File: config.mk
export PLATFORM = sky130hd
export DESIGN_NAME = relu_arbiter
export DESIGN_NICKNAME = d
export VERILOG_FILES = /design/src/rtl/relu_arbiter.sv
export SDC_FILE = /design/constraint.sdc
export NUM_CORES = 1
export LEC_CHECK = 0
export CORE_AREA = 3 3 106 108
export CTS_BUF_LIST = sky130_fd_sc_hd__clkbuf_8
export DETAILED_ROUTE_END_ITERATION = 10
export DIE_AREA = 0 0 109 111
export GPL_TIMING_DRIVEN = 0
export HOLD_SLACK_MARGIN = 0.02
export PLACE_DENSITY = 0.85
export SYNTH_ARGS = -nofsm -noshare
export SYNTH_HDL_FRONTEND = slang
export SYNTH_SLANG_ARGS = --single-unit
File: constraint.sdc
create_clock -name clk -period 3.17 [get_ports clk]
set_input_delay 0.317 -clock clk [delete_from_list [all_inputs] [get_ports clk]]
set_output_delay 0.317 -clock clk [all_outputs]
set_load 0.05 [all_outputs]
File: src/rtl/relu_arbiter.sv
// relu_arbiter: round-robin share of one pipelined ReLU unit,
// with credit-guarded, in-order, channel-tagged result FIFO.
module relu_arbiter #(
  parameter int NUM_CH     = 4,
  parameter int CH_W       = 2,
  parameter int DATA_W     = 16,
  parameter int FIFO_DEPTH = 4
) (
  input  logic                     clk,
  input  logic                     rst,
  input  logic                     en,
  input  logic [NUM_CH-1:0]        req_valid,
  input  logic [NUM_CH*DATA_W-1:0] req_data,
  output logic [NUM_CH-1:0]        req_ready,
  output logic                     relu_valid_in,
  output logic [DATA_W-1:0]        relu_data_in,
  input  logic                     relu_valid_out,
  input  logic [DATA_W-1:0]        relu_data_out,
  output logic                     res_valid,
  output logic [DATA_W-1:0]        res_data,
  output logic [CH_W-1:0]          res_ch,
  input  logic                     res_ready,
  output logic                     busy,
  output logic                     err
);

  localparam int AW = $clog2(FIFO_DEPTH);
  localparam int CW = AW + 1;
  localparam logic [CW:0] DEPTH = (CW+1)'(FIFO_DEPTH);

  logic [CH_W-1:0]   r_rr;
  logic [CW-1:0]     r_infl;
  logic [CW-1:0]     r_fcnt;
  logic [AW-1:0]     r_twp;
  logic [AW-1:0]     r_trp;
  logic [AW-1:0]     r_fwp;
  logic [AW-1:0]     r_frp;
  logic [CH_W-1:0]   r_tag  [FIFO_DEPTH];
  logic [DATA_W-1:0] r_fdat [FIFO_DEPTH];
  logic [CH_W-1:0]   r_fch  [FIFO_DEPTH];
  logic              r_vin;
  logic [DATA_W-1:0] r_din;
  logic              r_err;

  logic              w_found;
  logic [CH_W-1:0]   w_cand;
  logic [CH_W-1:0]   w_idx;
  logic [CH_W-1:0]   w_nrr;
  logic [CW:0]       w_sum;
  logic              w_credit;
  logic              w_xfer;
  logic              w_wr;
  logic              w_pop;
  logic [DATA_W-1:0] w_sel;

  // circular search for the first valid requester from r_rr
  always_comb begin
    w_found = 1'b0;
    w_cand  = '0;
    w_idx   = '0;
    for (int k = 0; k < NUM_CH; k++) begin
      if (int'(r_rr) + k >= NUM_CH)
        w_idx = CH_W'(int'(r_rr) + k - NUM_CH);
      else
        w_idx = CH_W'(int'(r_rr) + k);
      if (!w_found && req_valid[w_idx]) begin
        w_found = 1'b1;
        w_cand  = w_idx;
      end
    end
  end

  always_comb begin
    w_sel = '0;
    for (int i = 0; i < NUM_CH; i++)
      if (w_cand == CH_W'(i))
        w_sel = req_data[i*DATA_W +: DATA_W];
  end

  // credit covers both in-flight operands and queued results
  assign w_sum     = {1'b0, r_infl} + {1'b0, r_fcnt};
  assign w_credit  = w_sum < DEPTH;
  assign w_xfer    = w_found & en & w_credit & ~rst;
  assign req_ready = w_xfer ? (NUM_CH'(1) << w_cand) : '0;
  assign w_nrr     = (w_cand == CH_W'(NUM_CH-1)) ? '0 : w_cand + 1'b1;

  assign w_wr      = relu_valid_out & (r_infl != '0);
  assign res_valid = r_fcnt != '0;
  assign w_pop     = res_valid & res_ready;

  always_ff @(posedge clk or posedge rst) begin
    if (rst) begin
      r_rr   <= '0;
      r_infl <= '0;
      r_fcnt <= '0;
      r_twp  <= '0;
      r_trp  <= '0;
      r_fwp  <= '0;
      r_frp  <= '0;
      r_vin  <= 1'b0;
      r_din  <= '0;
      r_err  <= 1'b0;
    end else begin
      r_vin  <= w_xfer;
      r_infl <= r_infl + CW'(w_xfer) - CW'(w_wr);
      r_fcnt <= r_fcnt + CW'(w_wr) - CW'(w_pop);
      if (w_xfer) begin
        r_din <= w_sel;
        r_rr  <= w_nrr;
        r_twp <= r_twp + 1'b1;
      end
      if (w_wr) begin
        r_trp <= r_trp + 1'b1;
        r_fwp <= r_fwp + 1'b1;
      end
      if (w_pop)
        r_frp <= r_frp + 1'b1;
      if (relu_valid_out && r_infl == '0)
        r_err <= 1'b1;
    end
  end

  always_ff @(posedge clk) begin
    if (w_xfer)
      r_tag[r_twp] <= w_cand;
    if (w_wr) begin
      r_fdat[r_fwp] <= relu_data_out;
      r_fch[r_fwp]  <= r_tag[r_trp];
    end
  end

  assign res_data      = res_valid ? r_fdat[r_frp] : '0;
  assign res_ch        = res_valid ? r_fch[r_frp] : '0;
  assign busy          = (r_infl != '0) | res_valid;
  assign err           = r_err;
  assign relu_valid_in = r_vin;
  assign relu_data_in  = r_din;

endmodule

==> summary.md <==
| Metric | Value |
|---|---|
| RSZ-0062 raised after global routing | `true` |
| Routed WL per cell | `roughly 18 µm` |
| CP max FO | `10` |
| Ys flop type | `edfxtp_1` |
| Static leakage | `~2.6 nW` |
| Total Wirelength | `between 10 and 15 mm` |
| Layout area overhead | `36.7%` |
| Nets | `a little under 600` |
| CTS H-Tree Depth | `4` |
| EDFF count, synth | `80` |
| Vias | `approximately 3400` |
| Clock root buffer | `clkbuf_8` |
| CP max stage cell | `dfrtp_1` |
| DR iter-0 viols | `about 140` |
| Setup Slack @ Placement | `-569 ps` |
| Maximum clock frequency | `about 330 MHz` |
| Most frequent CP cell | `ha_1` |
| Clk sinks | `between 100 and 150` |
| Pwr Density | `roughly 1000 nW/µm²` |
| Register area | `3250 µm²` |
| GR Overflow Total | `0` |
| Initial antenna violation count | `1` |
| Hold crit path type | `input pin to asynchronous set/reset pin` |
| Cell taking the most area after synthesis | `edfxtp_1` |
| Initial core utilization | `between 40 and 50%` |
| Worst slew pin tran | `945 ps` |
| Ant diodes | `0` |
| Hold Vio Cnt, Final | `0` |
| Final setup viols | `0` |
| Die extent in x | `approximately 110 µm` |
| Gpl congestion | `approximately 0.77` |
| Multi-input logic area | `about 1800 µm²` |
| Clock skew | `between 10 and 15 ps` |
| Cells after Synth | `339` |
| Max Slew Vio Count | `0` |
| Detailed Place HPWL | `between 8 and 9 mm` |
| Crit path DAT | `~3300 ps` |
| DR vias/cell | `roughly 5.3` |
| CTS max path bufs | `2` |
| FFs w/ async S/R, synth | `around 30%` |
| Final ANT Viol Nets | `0` |
| Maximum vdd drop | `between 600 and 700 µV` |
| Post-Syn Area | `around 5200 µm²` |
| Share of cells above drive strength 1 | `a little under a fifth` |
| Kind of critical path | `flip-flop to flip-flop` |
| Crit-path max cell delay | `approximately 420 ps` |
| I/O Pins | `131` |
| Worst-Skew Late Latency | `roughly 420 ps` |
| Sequential area share after synthesis | `63.1%` |
| Most numerous cell in the Yosys netlist | `edfxtp_1` |
| Full die area | `~12000 µm²` |
| Residual DRC count | `0` |
| Synth cell count leaders | `edfxtp_1 (80), dfrtp_1 (34), and2_1 (30), nand2_1 (21), mux4_2 (20)` |
| Min cycle time layout | `3000 ps` |
| Crit path cell chain | `ha_1, nor4_2, nand2_1, nor3_2, buf_6, buf_6, inv_1, ha_1, inv_1, ha_1, fa_1, xnor2_1, xnor2_1` |
| First-pass GRT wire length | `18.2 mm` |
| PnR worst setup slack | `~170 ps` |
| Critical path data required time | `~3500 ps` |
| Status | `finished clean` |
| Synth top area share | `between 40% and 50%` |
| Num CTS Buffers | `17` |
| Area contributors post-synth | `edfxtp_1 (47%), dfrtp_1 (16%), mux4_2 (8.7%)` |
| Startpoint types | `flip-flop` |
| Vias in the first global route | `3667` |
| Number of synthesized register bits | `between 100 and 150` |
| TritonRoute pass-1 iters | `4` |
| GRT Util Overall | `~20%` |
| Fin crit share | `a little over nine tenths` |
| CTS tree | `built` |
| Total power | `between 7 and 8 mW` |
| Filler instances | `728` |
| Largest net degree at the start of global routing | `35` |
| Synth Warn # | `0` |
| Netlist cell types | `38` |
| FP Rows | `37` |
| Worst setup EP type | `flip-flop` |
| Syn Nets | `about 450` |
| Cell depth of the worst flop-to-flop path | `13` |
| Sum Neg Setup Slack | `0 ps` |
| Core Region | `between 10000 and 15000 µm²` |
| Max-cap violations | `0` |
| Worst slew margin | `a little under two fifths` |
| Clk slew on worst S/H paths | `~70 ps` |
| Port Buffers | `130` |
| Die height | `approximately 110 µm` |
| Hold buffer count at cts | `0` |
| Mapped Avg Cell Area | `~15 µm²` |
| Post-CTS setup buffer count | `0` |
## per-layer routing
| layer | track usage, % | up-vias | part of all wire (%) |
|---|---|---|---|
| met5 | 0 | - | 0.097 |
| met4 | 7.83 | 2 | 2.2 |
| met3 | 7.63 | 27 | 8.6 |
| li1 | - | 1572 | - |
| met1 | 22.2 | 1648 | 38 |
| met2 | 33.7 | 145 | 51 |
## cell type report
cell class                 instances  area share, %
sequential                       114           46.1
buffer                            17           1.31
tap                              136           2.41
inverter                          17          0.923
timing repair buffer             130           18.5
clock inverter                    15           2.24
multi-input combinational        190           25.1
clock buffer                      17           3.32
## path summary, 6_finish.rpt
path / startpoint / endpoint / slack (ps)
min in group clk: err$_DFFE_PP0P_ / err$_DFFE_PP0P_ / 460
max in group asynchronous: rst / r_rr[0]$_DFFE_PP0P_ / 2270
hold reg to reg: err$_DFFE_PP0P_ / err$_DFFE_PP0P_ / 460
setup / recovery: r_infl[2]$_DFF_PP0_ / r_infl[2]$_DFF_PP0_ / 170
hold / removal: rst / relu_data_in[2]$_DFFE_PP0P_ / 430
setup reg to reg: r_infl[2]$_DFF_PP0_ / r_infl[2]$_DFF_PP0_ / 170
## kinds of logic (layout without fill, tap and decap cells)
group                      count (synthesis)  after routing  synth area share [%]
AOI/OAI and AO/OA                         41             41                  5.12
xor gates and xnor gates                  10             10                  1.70
adders and majority gates                 20             20                  5.14
buffers and inverters                     35            196                  2.96
DFF                                      114            114                  63.1
muxes                                     39             39                  12.9
and+or+nand+nor                           80             80                  9.15
## report_power, final
group | leakage (nW) | internal [mW] | switching, mW
Clock | 0.190 | 0.703 | 0.609
Combinational | 1.25 | 1.45 | 2.16
Sequential | 1.14 | 2.07 | 0.202
## registers in the layout (all words and copies together), names as in the netlist
| signal | cells |
|---|---|
| r_rr | 2 |
| r_tag | 8 |
| err | 1 |
| relu_valid_in | 1 |
| r_trp | 2 |
| r_fwp | 2 |
| r_fdat | 64 |
| r_frp | 2 |
| r_fch | 8 |
| r_twp | 2 |
| r_fcnt | 3 |
| r_infl | 3 |
| relu_data_in | 16 |
## cells in the final DEF (no fill, tap or decap), types with 2 or more instances in the layout
cell type / count
a21oi_1: 2
xnor2_1: 8
clkdlybuf4s50_1: 125
dfrtp_1: 34
clkinv_4: 4
a21o_1: 2
o21ai_0: 2
clkinv_2: 3
clkdlybuf4s15_2: 3
nand2b_1: 2
clkbuf_1: 5
and2_1: 30
buf_2: 5
nand3b_1: 16
a31oi_1: 16
fa_1: 2
nor4_2: 2
nand2_1: 21
clkbuf_2: 3
ha_1: 17
clkinvlp_4: 3
buf_6: 2
xor2_1: 2
mux2_2: 18
inv_1: 14
edfxtp_1: 80
inv_6: 3
o22ai_1: 15
buf_4: 2
bufinv_16: 2
mux4_2: 20
clkbuf_8: 17
inv_2: 2
## critical path: cells and delay by family (launching register included)
| family | cells | cell delay, ps |
|---|---|---|
| fa+ha+maj | 4 | 1080 |
| simple gates | 3 | 680 |
| xor+xnor | 2 | 310 |
| flops | 1 | 420 |
| buf+inv | 4 | 430 |
## what timing repair did
action,CTS,global route
resized for setup,19,8
pin swaps,0,1
setup endpoints to repair,4,6
hold endpoints to repair,0,0
## per-stage QoR
step / hold WS (ps) / instances / utilization, % / instance area, µm²
floorplan: 416 / 339 / - / 5160
global placement: 441 / 605 / 64.3 / 6640
detailed placement: 447 / 605 / 64.3 / 6640
CTS: 464 / 637 / 68.1 / 7030
global route: 477 / 636 / 68.3 / 7050
finish: 425 / 636 / 68.3 / 7050
Note: power is estimated with default switching activity, not from simulation.
